==> src/rtl/mem_access_unit.sv <==
// MEM-stage access unit: issues one cache/DMA request per memory op,
// stalls the pipeline until the ack, then returns aligned load data.
module mem_access_unit #(
  parameter int TIMEOUT_CYCLES = 256,
  parameter int CNT_W          = 9
) (
  input  logic        clk_i,
  input  logic        rst_ni,
  input  logic        valid_cache_i,
  input  logic        valid_dma_i,
  input  logic        mem_rw_i,
  input  logic [2:0]  funct3_i,
  input  logic [31:0] addr_i,
  input  logic [31:0] wdata_i,
  output logic        cache_req_valid_o,
  input  logic        cache_req_ready_i,
  input  logic        cache_rsp_valid_i,
  input  logic [31:0] cache_rdata_i,
  output logic        dma_req_valid_o,
  input  logic        dma_req_ready_i,
  input  logic        dma_rsp_valid_i,
  input  logic [31:0] dma_rdata_i,
  output logic        req_rw_o,
  output logic [31:0] req_addr_o,
  output logic [31:0] req_wdata_o,
  output logic [3:0]  req_wstrb_o,
  output logic        stall_o,
  output logic [31:0] load_data_o,
  output logic        load_valid_o,
  output logic        err_o
);

  typedef enum logic [1:0] {
    S_IDLE,
    S_REQ,
    S_WAIT,
    S_DONE
  } state_t;

  state_t r_state;
  state_t w_state_nxt;

  logic             r_tgt_dma;
  logic             r_rw;
  logic [31:0]      r_addr;
  logic [1:0]       r_off;
  logic [2:0]       r_f3;
  logic [31:0]      r_wdata;
  logic [3:0]       r_strb;
  logic [CNT_W-1:0] r_cnt;
  logic [31:0]      r_load_data;
  logic             r_err;

  logic             w_any;
  logic             w_legal;
  logic             w_misalign;
  logic             w_accept;
  logic             w_bad;
  logic [1:0]       w_off;
  logic [3:0]       w_strb;
  logic [31:0]      w_wrep;
  logic             w_ready;
  logic             w_rsp;
  logic [31:0]      w_rdata;
  logic [31:0]      w_sh;
  logic [7:0]       w_b;
  logic [15:0]      w_h;
  logic [31:0]      w_ext;
  logic             w_capture;
  logic             w_timeout;
  logic [CNT_W-1:0] w_cnt_inc;

  // Decode legality, strobes and replicated store data of the incoming op
  always_comb begin
    w_any      = valid_cache_i | valid_dma_i;
    w_off      = addr_i[1:0];
    w_legal    = 1'b0;
    w_misalign = 1'b0;
    w_strb     = 4'b1111;
    w_wrep     = wdata_i;
    if (mem_rw_i)
      w_legal = (funct3_i == 3'b000) | (funct3_i == 3'b001) |
                (funct3_i == 3'b010);
    else
      w_legal = (funct3_i != 3'b011) & (funct3_i != 3'b110) &
                (funct3_i != 3'b111);
    unique case (funct3_i[1:0])
      2'b00: begin
        w_strb = 4'b0001 << w_off;
        w_wrep = {4{wdata_i[7:0]}};
      end
      2'b01: begin
        w_strb     = 4'b0011 << w_off;
        w_wrep     = {2{wdata_i[15:0]}};
        w_misalign = addr_i[0];
      end
      default: begin
        w_strb     = 4'b1111;
        w_wrep     = wdata_i;
        w_misalign = (addr_i[1:0] != 2'b00);
      end
    endcase
    w_accept = rst_ni & (r_state == S_IDLE) & w_any & w_legal & ~w_misalign;
    w_bad    = (r_state == S_IDLE) & w_any & ~(w_legal & ~w_misalign);
  end

  // Select the active port and extract/extend the returned word
  always_comb begin
    w_ready = r_tgt_dma ? dma_req_ready_i : cache_req_ready_i;
    w_rsp   = r_tgt_dma ? dma_rsp_valid_i : cache_rsp_valid_i;
    w_rdata = r_tgt_dma ? dma_rdata_i : cache_rdata_i;
    w_sh    = w_rdata >> {r_off, 3'b000};
    w_b     = w_sh[7:0];
    w_h     = r_off[1] ? w_rdata[31:16] : w_rdata[15:0];
    unique case (r_f3)
      3'b000:  w_ext = {{24{w_b[7]}}, w_b};
      3'b001:  w_ext = {{16{w_h[15]}}, w_h};
      3'b100:  w_ext = {24'h0, w_b};
      3'b101:  w_ext = {16'h0, w_h};
      default: w_ext = w_rdata;
    endcase
  end

  // Next-state logic; rsp before ready is ignored
  always_comb begin
    w_state_nxt = r_state;
    w_timeout   = 1'b0;
    w_capture   = 1'b0;
    w_cnt_inc   = r_cnt + 1'b1;
    unique case (r_state)
      S_IDLE: if (w_accept) w_state_nxt = S_REQ;
      S_REQ: begin
        if (w_ready) begin
          w_capture   = w_rsp;
          w_state_nxt = w_rsp ? S_DONE : S_WAIT;
        end
      end
      S_WAIT: begin
        if (w_rsp) begin
          w_capture   = 1'b1;
          w_state_nxt = S_DONE;
        end else if (TIMEOUT_CYCLES != 0 &&
                     w_cnt_inc == CNT_W'(TIMEOUT_CYCLES)) begin
          w_timeout   = 1'b1;
          w_state_nxt = S_IDLE;
        end
      end
      default: w_state_nxt = S_IDLE;
    endcase
  end

  // State register
  always_ff @(posedge clk_i or negedge rst_ni) begin
    if (!rst_ni) r_state <= S_IDLE;
    else         r_state <= w_state_nxt;
  end

  // Request fields, timeout counter, load result and error pulse
  always_ff @(posedge clk_i or negedge rst_ni) begin
    if (!rst_ni) begin
      r_tgt_dma   <= 1'b0;
      r_rw        <= 1'b0;
      r_addr      <= '0;
      r_off       <= '0;
      r_f3        <= '0;
      r_wdata     <= '0;
      r_strb      <= '0;
      r_cnt       <= '0;
      r_load_data <= '0;
      r_err       <= 1'b0;
    end else begin
      if (w_accept) begin
        r_tgt_dma <= ~valid_cache_i;
        r_rw      <= mem_rw_i;
        r_addr    <= {addr_i[31:2], 2'b00};
        r_off     <= addr_i[1:0];
        r_f3      <= funct3_i;
        r_wdata   <= w_wrep;
        r_strb    <= w_strb;
      end
      if (r_state == S_WAIT) r_cnt <= w_cnt_inc;
      else                   r_cnt <= '0;
      if (w_capture && !r_rw) r_load_data <= w_ext;
      else if (w_timeout)     r_load_data <= '0;
      r_err <= w_bad | (w_accept & valid_cache_i & valid_dma_i) | w_timeout;
    end
  end

  assign cache_req_valid_o = (r_state == S_REQ) & ~r_tgt_dma;
  assign dma_req_valid_o   = (r_state == S_REQ) & r_tgt_dma;
  assign req_rw_o          = r_rw;
  assign req_addr_o        = r_addr;
  assign req_wdata_o       = r_wdata;
  assign req_wstrb_o       = r_strb;
  assign stall_o           = w_accept | (r_state == S_REQ) |
                             (r_state == S_WAIT);
  assign load_data_o       = r_load_data;
  assign load_valid_o      = (r_state == S_DONE) & ~r_rw;
  assign err_o             = r_err;

endmodule

==> config.mk <==
export PLATFORM = sky130hd
export DESIGN_NAME = mem_access_unit
export DESIGN_NICKNAME = d
export VERILOG_FILES = /design/src/rtl/mem_access_unit.sv
export SDC_FILE = /design/constraint.sdc
export NUM_CORES = 1
export LEC_CHECK = 0
export ABC_AREA = 1
export BUFFER_PORTS_ARGS = -buffer_cell sky130_fd_sc_hd__buf_2
export CAP_MARGIN = 20
export CELL_PAD_IN_SITES_DETAIL_PLACEMENT = 0
export CELL_PAD_IN_SITES_GLOBAL_PLACEMENT = 1
export CORE_ASPECT_RATIO = 1.4
export CORE_MARGIN = 2
export CORE_UTILIZATION = 34
export DETAILED_ROUTE_END_ITERATION = 12
export PLACE_DENSITY_LB_ADDON = 0.1
export SLEW_MARGIN = 20
export SYNTH_ARGS = -nofsm -noshare
export SYNTH_HDL_FRONTEND = slang
export SYNTH_SLANG_ARGS = --single-unit
==> constraint.sdc <==
create_clock -name clk_i -period 2.3 [get_ports clk_i]
set_input_delay 0.23 -clock clk_i [delete_from_list [all_inputs] [get_ports clk_i]]
set_output_delay 0.23 -clock clk_i [all_outputs]
set_load 0.01 [all_outputs]
==> impl_metrics.env, run 1 <==
export IMPL_status="complete, no violations"
export IMPL_cp_top_family="buffers and inverters"
export IMPL_netlist_area_um2=6310
export IMPL_synth_area_leaders="dfrtp_1 46%, nand2_1 22%, nor2_1 4.7%, nand3_1 4.0%, o21ai_0 3.6%"
export IMPL_period_share=0.870
export IMPL_ioPinCount=246
export IMPL_fmax_mhz=500
export IMPL_worstSetupPathType="register to register"
export IMPL_setup_viol=0
export IMPL_cp_depth=13
export IMPL_fin_setup_tns_ns=0
export IMPL_grt_pass1_vias=6357
export IMPL_clkLatencyLatePin_ns=0.42
export IMPL_sequentialPowerShare=0.319
export IMPL_via_per_inst=4.59
export IMPL_die_y_um=165
export IMPL_crit_buf_inv=4
export IMPL_cellPowerDensity_nw_per_um2=1310
export IMPL_rsz0062_at_grt="no"
export IMPL_worst_setup_path_end_kind="register"
export IMPL_clockPowerShare=0.232
export IMPL_syn_to_final_growth_pct=36.3
export IMPL_grt_pass1_wl_mm=33.3
export IMPL_internal_power_mw=6.50
export IMPL_seq_area_frac_synth=0.464
export IMPL_rr_worst_depth=13
export IMPL_final_layout_size_suffix_gt1_frac=0.289
export IMPL_path_clk_slew_ns=0.06
export IMPL_antenna_found_initial=5
export IMPL_synth_edff_count=0
export IMPL_final_area_um2=8600
export IMPL_path_max_fanout=36
export IMPL_drt_iter0_drc=340
export IMPL_cpMostUsedCell="nand2_1"
export IMPL_skew_ns=0.00875
export IMPL_holdBufCountCts=20
export IMPL_leakagePower_nw=4.81
export IMPL_synthFlopType="dfrtp_1"
export IMPL_vias=6371
export IMPL_start_util=0.349
export IMPL_cp_slowest_stage_delay_ns=0.38
export IMPL_synthCells=870
export IMPL_crit_required_ns=2.65
export IMPL_fin_cells=1388
export IMPL_synth_top_area_cell="dfrtp_1"
export IMPL_std_cell_rows=58
export IMPL_slew_headroom=0.443
export IMPL_maxCapViolations=0
export IMPL_drtPass1Iterations=4
export IMPL_crit_chain="buf_4 > inv_2 > nand2_1 > o21ai_2 > nand2_1 > nand2_1 > nand2_2 > nor2_4 > inv_2 > buf_12 > a21oi_1 > nand2_1 > nand2_1"
export IMPL_post_cts_resized=0
export IMPL_nets=1279
export IMPL_drc_errors=0
export IMPL_worst_setup_path_start_kind="register"
export IMPL_async_flop_share=1.00
export IMPL_grt_overflow=0
export IMPL_cts_tree="yes"
export IMPL_yosysTopAreaCellShare=0.464
export IMPL_power_total_mw=11.3
export IMPL_avgSynthCellArea_um2=7.25
export IMPL_dp_final_hpwl_mm=15.7
export IMPL_cts_max_level=4
export IMPL_slew_viol_final=0
export IMPL_synth_distinct_cells=37
export IMPL_core_um2=18100
export IMPL_placed_cell_area_um2=7810
export IMPL_ant_nets=0
export IMPL_clock_sinks=117
export IMPL_grt_util_all_layers=0.218
export IMPL_hold_class="input port to register"
export IMPL_sw_frac_of_total=0.425
export IMPL_slowest_stage="dfrtp_1"
export IMPL_worst_slew_pin_slew_ns=0.836
export IMPL_period_needed_ns=2.00
export IMPL_clock_path_buffers=2
export IMPL_place_gp_congestion=0.869
export IMPL_drt_wirelength_per_cell_um=15.4
export IMPL_min_path_cells=3
export IMPL_totalWireLength_mm=21.4
export IMPL_synth_seq_cells=117
export IMPL_root_buffer="clkbuf_16"
export IMPL_numCtsBuffers=17
export IMPL_p_sw_mw=4.80
export IMPL_fin_util=0.476
export IMPL_vdd_drop_max_mv=0.586
export IMPL_crit_arrival_ns=2.35
export IMPL_dieArea_um2=19700
export IMPL_dp_cells=1333
export IMPL_hold_viol=0
export IMPL_grt_max_degree=62
export IMPL_die_w_um=119
export IMPL_pwr_share_comb=0.449
export IMPL_post_cts_buffers=0
export IMPL_port_buffers=243
export IMPL_synth_warnings=0
flip-flops by register name (all words and copies together), names as in the netlist:
| register | count |
|---|---|
| err_o | 1 |
| r_f3 | 3 |
| load_data_o | 32 |
| req_rw_o | 1 |
| r_cnt | 9 |
| r_tgt_dma | 1 |
| req_wdata_o | 32 |
| r_state | 2 |
| r_off | 2 |
| req_addr_o | 30 |
| req_wstrb_o | 4 |
worst reg2reg max path: cells and delay by family (launching register included):
kind / cells / cell delay (ns)
flops: 1 / 0.38
compound gates: 2 / 0.24
buf+inv: 4 / 0.71
simple gates: 7 / 0.62
per-stage QoR:
stage / setup slack (ns) / hold slack, ns
global placement: 0.352 / 0.422
global route: 0.106 / 0.0145
CTS: 0.262 / 0.000106
detailed placement: 0.300 / 0.429
finish: 0.299 / 0.0176
floorplan: 0.604 / -0.0656
cells in the final DEF (no fill, tap or decap), drive strengths merged:
cell type | synthesis | final
a21oi | 40 | 40
a22o | 1 | 1
and2 | 5 | 5
buf | 36 | 268
bufinv | 0 | 1
clkbuf | 10 | 18
clkinv | 2 | 7
clkinvlp | 0 | 3
conb | 1 | 2
dfrtp | 117 | 117
diode | 0 | 3
dlygate4sd3 | 0 | 20
ha | 7 | 7
inv | 35 | 40
mux2i | 2 | 2
nand2 | 376 | 376
nand3 | 52 | 52
nand3b | 3 | 3
nand4 | 1 | 1
nor2 | 84 | 84
o211ai | 4 | 4
o21ai | 79 | 79
o22ai | 2 | 2
or2 | 12 | 12
xor2 | 1 | 1
cells in the mapped netlist (3+ instances only):
cell and count:
o21ai_2 3, buf_6 7, o21ai_0 45, or2_2 10, nand3_1 50, buf_4 4, clkbuf_1 10, inv_1 30
nand2_1 373, dfrtp_1 117, a21oi_1 40, nor2_1 79, o21ai_1 31, inv_2 5, nor2_4 3, ha_1 7
o211ai_1 3, buf_2 24, and2_1 5
area by class of cell:
cell class / count / area (um2)
antenna: 3 / 7.51
clock buffer: 18 / 439
clock inverter: 14 / 145
fill: 1913 / 9470
inverter: 37 / 139
multi-input combinational: 671 / 2990
sequential: 117 / 2930
tap: 240 / 300
timing repair buffer: 288 / 1660
logic make-up after synthesis:
logic type | after synthesis | synth area share
and+or+nand+nor | 533 | 0.347
AOI/OAI and AO/OA | 126 | 0.105
DFF | 117 | 0.464
buffers and inverters | 83 | 0.0648
adders and majority gates | 7 | 0.0139
muxes | 2 | 0.00317
other | 1 | 0.000594
xor gates and xnor gates | 1 | 0.00139
final timing paths:
| check | from | to | slack (ns) |
|---|---|---|---|
| max reg2reg | r_tgt_dma | load_data_o[18] | 0.30 |
| min | addr_i[17] | req_addr_o[17] | 0.02 |
| min reg2reg | req_addr_o[24] | req_addr_o[24] | 0.47 |
| max in group asynchronous | rst_ni | req_wdata_o[7] | 1.65 |
| max | r_tgt_dma | load_data_o[18] | 0.30 |
| min in group asynchronous | rst_ni | load_data_o[4] | 0.06 |
power by group through the flow:
stage | registers [mW] | logic (mW) | clock network [mW]
after floorplan | 3.93 | 2.71 | 0
final | 3.60 | 5.08 | 2.62
after global routing | 3.73 | 5.71 | 2.77
after global placement | 3.62 | 5.12 | 0
after CTS | 3.61 | 5.16 | 2.69
after detailed placement | 3.62 | 5.13 | 0
routing by layer:
metal	GRT usage	share of wire	up-vias
met5	0	0.0011	-
met4	0.0860	0.024	4
met3	0.0670	0.068	32
met2	0.380	0.51	206
met1	0.251	0.40	2847
li1	-	-	3282
Power figures use the tool's default switching activity.
==> run 2, diff against run 1 <==
--- a/config.mk
+++ b/config.mk
@@ -12,10 +12,11 @@
 export CELL_PAD_IN_SITES_GLOBAL_PLACEMENT = 1
 export CORE_ASPECT_RATIO = 1.4
 export CORE_MARGIN = 2
-export CORE_UTILIZATION = 34
+export CORE_UTILIZATION = 31
 export DETAILED_ROUTE_END_ITERATION = 12
 export PLACE_DENSITY_LB_ADDON = 0.1
 export SLEW_MARGIN = 20
 export SYNTH_ARGS = -nofsm -noshare
 export SYNTH_HDL_FRONTEND = slang
 export SYNTH_SLANG_ARGS = --single-unit
+export TNS_END_PERCENT = 30
==> constraint.sdc (replaced) <==
create_clock -name clk_i -period 1.6 [get_ports clk_i]
set_input_delay 0.16 -clock clk_i [delete_from_list [all_inputs] [get_ports clk_i]]
set_output_delay 0.16 -clock clk_i [all_outputs]
set_load 0.01 [all_outputs]
==> impl_metrics.env, run 2 (same netlist as run 1, synthesis figures left out) <==
export IMPL_status="complete, but fails checks"
export IMPL_violations="setup timing"
export IMPL_finalHoldWorstSlack_ns=0.0198
export IMPL_rr_worst_depth=12
export IMPL_clock_path_buffers=2
export IMPL_dp_slack_ns=-0.204
export IMPL_cts_tree="yes"
export IMPL_drc_errors=0
export IMPL_worst_setup_path_start_kind="register"
export IMPL_drt_wirelength_per_cell_um=15.6
export IMPL_crit_arrival_ns=1.58
export IMPL_ioPinCount=246
export IMPL_met2_usage=0.377
export IMPL_antenna_found_initial=5
export IMPL_period_share=1.09
export IMPL_place_gp_congestion=0.835
export IMPL_use_met1=0.251
export IMPL_slew_viol_final=0
export IMPL_grt_max_degree=118
export IMPL_core_um2=19900
export IMPL_clkLatencyLatePin_ns=0.42
export IMPL_period_needed_ns=1.74
export IMPL_ant_nets=0
export IMPL_grt_util_all_layers=0.216
export IMPL_min_to="req_wdata_o[24]"
export IMPL_syn_to_final_growth_pct=57.6
export IMPL_grt_pass1_wl_mm=37.0
export IMPL_worst_r2r_endpoint="load_data_o[22]"
export IMPL_dp_final_hpwl_mm=16.1
export IMPL_layout_commonest_cell="nand2_1"
export IMPL_setup_viol=38
export IMPL_grt_busiest_layer="met2"
export IMPL_worst_slew_pin_slew_ns=0.704
export IMPL_grt_pass1_vias=6978
export IMPL_grt_overflow=0
export IMPL_final_cell_mix="344 x nand2_1, 240 x buf_2, 115 x dfrtp_1"
export IMPL_drtPass1Iterations=4
export IMPL_vdd_drop_max_mv=0.772
export IMPL_fin_setup_tns_ns=-3.39
export IMPL_fin_ws_ns=-0.137
export IMPL_worstHoldStart="wdata_i[24]"
export IMPL_totalWireLength_mm=23.4
export IMPL_cellPowerDensity_nw_per_um2=1820
export IMPL_leakagePower_nw=5.38
export IMPL_maxCapViolations=0
export IMPL_die_w_um=125
export IMPL_hold_class="input port to register"
export IMPL_nets=1375
export IMPL_start_util=0.317
export IMPL_port_buffers=243
export IMPL_vias=6937
export IMPL_hold_viol=0
export IMPL_dieArea_um2=21500
export IMPL_numCtsBuffers=17
export IMPL_power_total_mw=18.1
export IMPL_fillCellCount=2041
export IMPL_skew_ns=0.0135
export IMPL_cts_max_level=4
export IMPL_std_cell_rows=61
export IMPL_path_max_fanout=3
export IMPL_final_layout_size_suffix_gt1_frac=0.380
export IMPL_slew_headroom=0.531
export IMPL_r2r_start="r_tgt_dma"
export IMPL_root_buffer="clkbuf_16"
export IMPL_path_clk_slew_ns=0.06
export IMPL_worst_setup_path_end_kind="primary output"
export IMPL_clock_sinks=117
export IMPL_drt_iter0_drc=324
export IMPL_die_y_um=173
export IMPL_grtUsageMet3=0.0644
export IMPL_crit_required_ns=1.44
export IMPL_reg2reg_slack_ns=-0.12
export IMPL_min_path_cells=3
export IMPL_worstSetupPathType="register to primary output"
export IMPL_fmax_mhz=576
export IMPL_rsz0062_at_grt="yes"
export IMPL_via_per_inst=4.64
==> run 2: repair_timing <==
action | in CTS | in global routing
hold buffers | 48 | 0
gates resized for setup | 58 | 80
setup endpoints to repair | 74 | 111
setup buffers | 8 | 8
hold endpoints to repair | 164 | 0
gates cloned | 2 | 2
pin swaps | 11 | 22
==> run 2: layout make-up <==
class                   instances  area, um2  share of cell area
diodes                          1       2.50            0.000252
clock buffers                  18        439              0.0442
clock inverters                14        139              0.0140
inverters                      37        158              0.0159
multi-input cells             672       3300               0.331
flip-flops and latches        117       2930               0.295
well taps                     252        315              0.0317
repair buffers                383       2660               0.268
==> run 2: worst max-delay path, stage by stage, from the launching register on <==
cell and delay [ns]:
dfrtp_1 0.39, inv_2 0.10, ha_4 0.14, o21ai_2 0.05
nand3b_4 0.18, buf_6 0.14, nand3_2 0.05, buf_6 0.10
==> run 2: worst max path at each step <==
stage	from	to	slack (ns)	cells after the start
2_1_floorplan	r_cnt[0]	load_data_o[23]	-0.02	9
3_3_place_gp	r_tgt_dma	load_data_o[22]	-0.17	12
3_5_place_dp	r_tgt_dma	load_data_o[21]	-0.20	8
4_1_cts	r_state[1]	stall_o	-0.15	7
5_1_grt	r_tgt_dma	load_data_o[22]	-0.23	10
6_report	r_state[1]	stall_o	-0.14	7
==> run 2: where the power goes <==
group	internal [mW]	total, mW	switching [mW]	leakage (nW)
Combinational	4.03	9.17	5.14	3.63
Sequential	4.31	5.15	0.832	1.48
Clock	2.22	3.79	1.57	0.272
==> run 2: layer usage <==
| layer | wire length (um) | part of all wire | up-vias |
|---|---|---|---|
| li1 | - | - | 3482 |
| met1 | 9260 | 0.40 | 3188 |
| met2 | 12000 | 0.51 | 212 |
| met3 | 1460 | 0.062 | 47 |
| met4 | 568 | 0.024 | 8 |
| met5 | 55 | 0.0024 | - |
==> run 2: stage by stage <==
stage / utilization / instances / cell area (um2)
final: 0.499 / 1494 / 9940
after global routing: 0.499 / 1493 / 9940
after CTS: 0.480 / 1484 / 9570
after detailed placement: 0.415 / 1394 / 8260
after global placement: 0.415 / 1394 / 8260
after floorplan: - / 871 / 6340
==> run 3, diff against run 2 <==
--- a/config.mk
+++ b/config.mk
@@ -5,14 +5,13 @@
 export SDC_FILE = /design/constraint.sdc
 export NUM_CORES = 1
 export LEC_CHECK = 0
-export ABC_AREA = 1
 export BUFFER_PORTS_ARGS = -buffer_cell sky130_fd_sc_hd__buf_2
 export CAP_MARGIN = 20
 export CELL_PAD_IN_SITES_DETAIL_PLACEMENT = 0
 export CELL_PAD_IN_SITES_GLOBAL_PLACEMENT = 1
 export CORE_ASPECT_RATIO = 1.4
 export CORE_MARGIN = 2
-export CORE_UTILIZATION = 31
+export CORE_UTILIZATION = 33
 export DETAILED_ROUTE_END_ITERATION = 12
 export PLACE_DENSITY_LB_ADDON = 0.1
 export SLEW_MARGIN = 20
==> impl_metrics.env, run 3 <==
export IMPL_wl_met2_mm=10.7
export IMPL_grt_max_degree=83
export IMPL_hold_class="input port to register"
export IMPL_synthFlopType="dfrtp_1"
export IMPL_hold_viol=0
export IMPL_layout_commonest_cell="buf_2"
export IMPL_multi_input_area_um2=3050
export IMPL_leakagePower_nw=4.62
export IMPL_avgSynthCellArea_um2=10.9
export IMPL_dp_slack_ns=-0.530
export IMPL_rsz0062_at_grt="yes"
export IMPL_antenna_found_initial=0
export IMPL_port_buffers=243
export IMPL_seq_area_um2=2940
export IMPL_fin_cells=1138
export IMPL_dr_wl_met3_mm=1.15
export IMPL_synth_top_area_cell="dfrtp_1"
export IMPL_path_max_fanout=8
export IMPL_synthCells=556
export IMPL_root_buffer="clkbuf_16"
export IMPL_finalHoldWorstSlack_ns=0.0223
export IMPL_grt_util_all_layers=0.203
export IMPL_period_needed_ns=2.13
export IMPL_fillCellCount=1744
export IMPL_drt_iter0_drc=290
export IMPL_ioPinCount=246
export IMPL_final_layout_size_suffix_gt1_frac=0.470
export IMPL_yosysMostFrequentCell="dfrtp_1"
export IMPL_cts_tree="yes"
export IMPL_grt_overflow=0
export IMPL_reg2reg_slack_ns=-0.53
export IMPL_cellPowerDensity_nw_per_um2=1780
export IMPL_n_antenna_cell=0
export IMPL_worst_setup_path_start_kind="register"
export IMPL_setup_viol=110
export IMPL_crit_arrival_ns=2.43
export IMPL_synth_top_cells_by_count="117 x dfrtp_1, 72 x nand2_1, 58 x mux2i_1, 41 x o21ai_0, 31 x nor2_1"
export IMPL_period_share=1.33
export IMPL_grt_pass1_wl_mm=30.9
export IMPL_netlist_area_um2=6040
export IMPL_slew_viol_final=0
export IMPL_drt_met1_wl_mm=7.40
export IMPL_clock_path_buffers=2
export IMPL_final_area_um2=9150
export IMPL_place_gp_congestion=0.847
export IMPL_dp_cells=1060
export IMPL_nets=1033
export IMPL_numCtsBuffers=17
export IMPL_start_util=0.336
export IMPL_path_clk_slew_ns=0.06
export IMPL_drc_errors=0
export IMPL_power_total_mw=16.3
export IMPL_synth_warnings=0
export IMPL_core_um2=18000
export IMPL_skew_ns=0.00711
export IMPL_final_cell_mix="241 x buf_2, 111 x dfrtp_1, 69 x nand2_1"
export IMPL_vias=5572
export IMPL_placed_cell_area_um2=7920
export IMPL_die_y_um=164
export IMPL_vdd_drop_max_mv=0.878
export IMPL_crit_required_ns=1.90
export IMPL_async_flop_share=1.00
export IMPL_synth_seq_cells=117
export IMPL_ant_nets=0
export IMPL_clock_sinks=117
export IMPL_syn_to_final_growth_pct=51.4
export IMPL_dieArea_um2=19400
export IMPL_worst_setup_path_end_kind="register"
export IMPL_fin_ws_ns=-0.527
export IMPL_grt_pass1_vias=5908
export IMPL_status="complete, but fails checks"
export IMPL_via_per_inst=4.90
export IMPL_synth_edff_count=0
export IMPL_seq_area_frac_synth=0.484
export IMPL_std_cell_rows=58
export IMPL_routed_top_layer="met4"
export IMPL_maxCapViolations=0
export IMPL_drtPass1Iterations=4
export IMPL_synth_distinct_cells=52
export IMPL_die_w_um=118
export IMPL_fmax_mhz=470
export IMPL_synth_area_leaders="dfrtp_1 48%, mux2i_1 9.6%, mux2_2 4.7%, nand2_1 4.5%, mux2_1 3.5%"
export IMPL_clkLatencyLatePin_ns=0.41
export IMPL_cts_max_level=4
export IMPL_violations="setup timing"
export IMPL_dp_final_hpwl_mm=14.6
export IMPL_totalWireLength_mm=19.7
export IMPL_min_path_cells=3
export IMPL_yosysTopAreaCellShare=0.484
export IMPL_drt_wirelength_per_cell_um=17.3
export IMPL_rr_worst_depth=6
export IMPL_worstSetupPathType="register to register"
-- run 3: metal layers --
layer | vias up | global-route usage
met5 | - | 0
met4 | 0 | 0.0790
met3 | 33 | 0.0552
met2 | 173 | 0.370
met1 | 2719 | 0.224
li1 | 2647 | -
-- run 3: layout make-up --
type / instances / share of cell area
clock buffer: 17 / 0.0465
clock inverter: 14 / 0.0168
inverter: 7 / 0.00314
multi-input combinational: 391 / 0.334
sequential: 117 / 0.321
tap: 240 / 0.0328
timing repair buffer: 352 / 0.246
-- run 3: cell families after synthesis --
logic type / count (synthesis) / share of synthesized area
AND/OR/NAND/NOR: 140 / 0.101
XOR/XNOR: 7 / 0.0101
AO/OA/AOI/OAI: 122 / 0.137
flip-flops: 117 / 0.484
multiplexers: 112 / 0.214
other: 1 / 0.000620
adder cells (fa/ha/maj): 7 / 0.0145
buffers and inverters: 50 / 0.0381
-- run 3: worst max-delay path, cell delays in order (launching register included) --
cell	delay [ns]
dfrtp_2	0.48
mux4_2	0.55
mux2_4	0.30
a21oi_4	0.17
o21a_4	0.18
nor2_2	0.11
a22o_1	0.22
-- run 3: where the power goes --
group	switching (mW)	internal [mW]	leakage (nW)	total [mW]
Sequential	0.837	4.28	1.46	5.12
Clock	1.45	2.30	0.276	3.75
Combinational	3.75	3.63	2.89	7.38
Total	6.04	10.2	4.62	16.3
-- run 3: worst paths after layout --
kind                              endpoint            from
setup / recovery           load_data_o[24]       r_tgt_dma
hold / removal             req_wdata_o[21]     wdata_i[21]
setup reg to reg           load_data_o[24]       r_tgt_dma
hold reg to reg             load_data_o[6]  load_data_o[6]
max in group asynchronous  req_wdata_o[22]          rst_ni
min in group asynchronous  load_data_o[17]          rst_ni
-- run 3: through the flow --
stage | setup TNS [ns] | utilization
floorplan | -37.54 | -
global placement | -33.56 | 0.440
detailed placement | -34.22 | 0.440
CTS | -31.05 | 0.493
global route | -35.79 | 0.509
finish | -28.61 | 0.509
-- run 3: what timing repair did --
| action | CTS | global route |
|---|---|---|
| hold endpoints to repair | 111 | 1 |
| setup buffers | 2 | 11 |
| gates cloned | 0 | 2 |
| pin swaps | 10 | 14 |
| resized for setup | 18 | 55 |
| endpoints found under the setup margin | 111 | 112 |
| hold buffers | 32 | 1 |
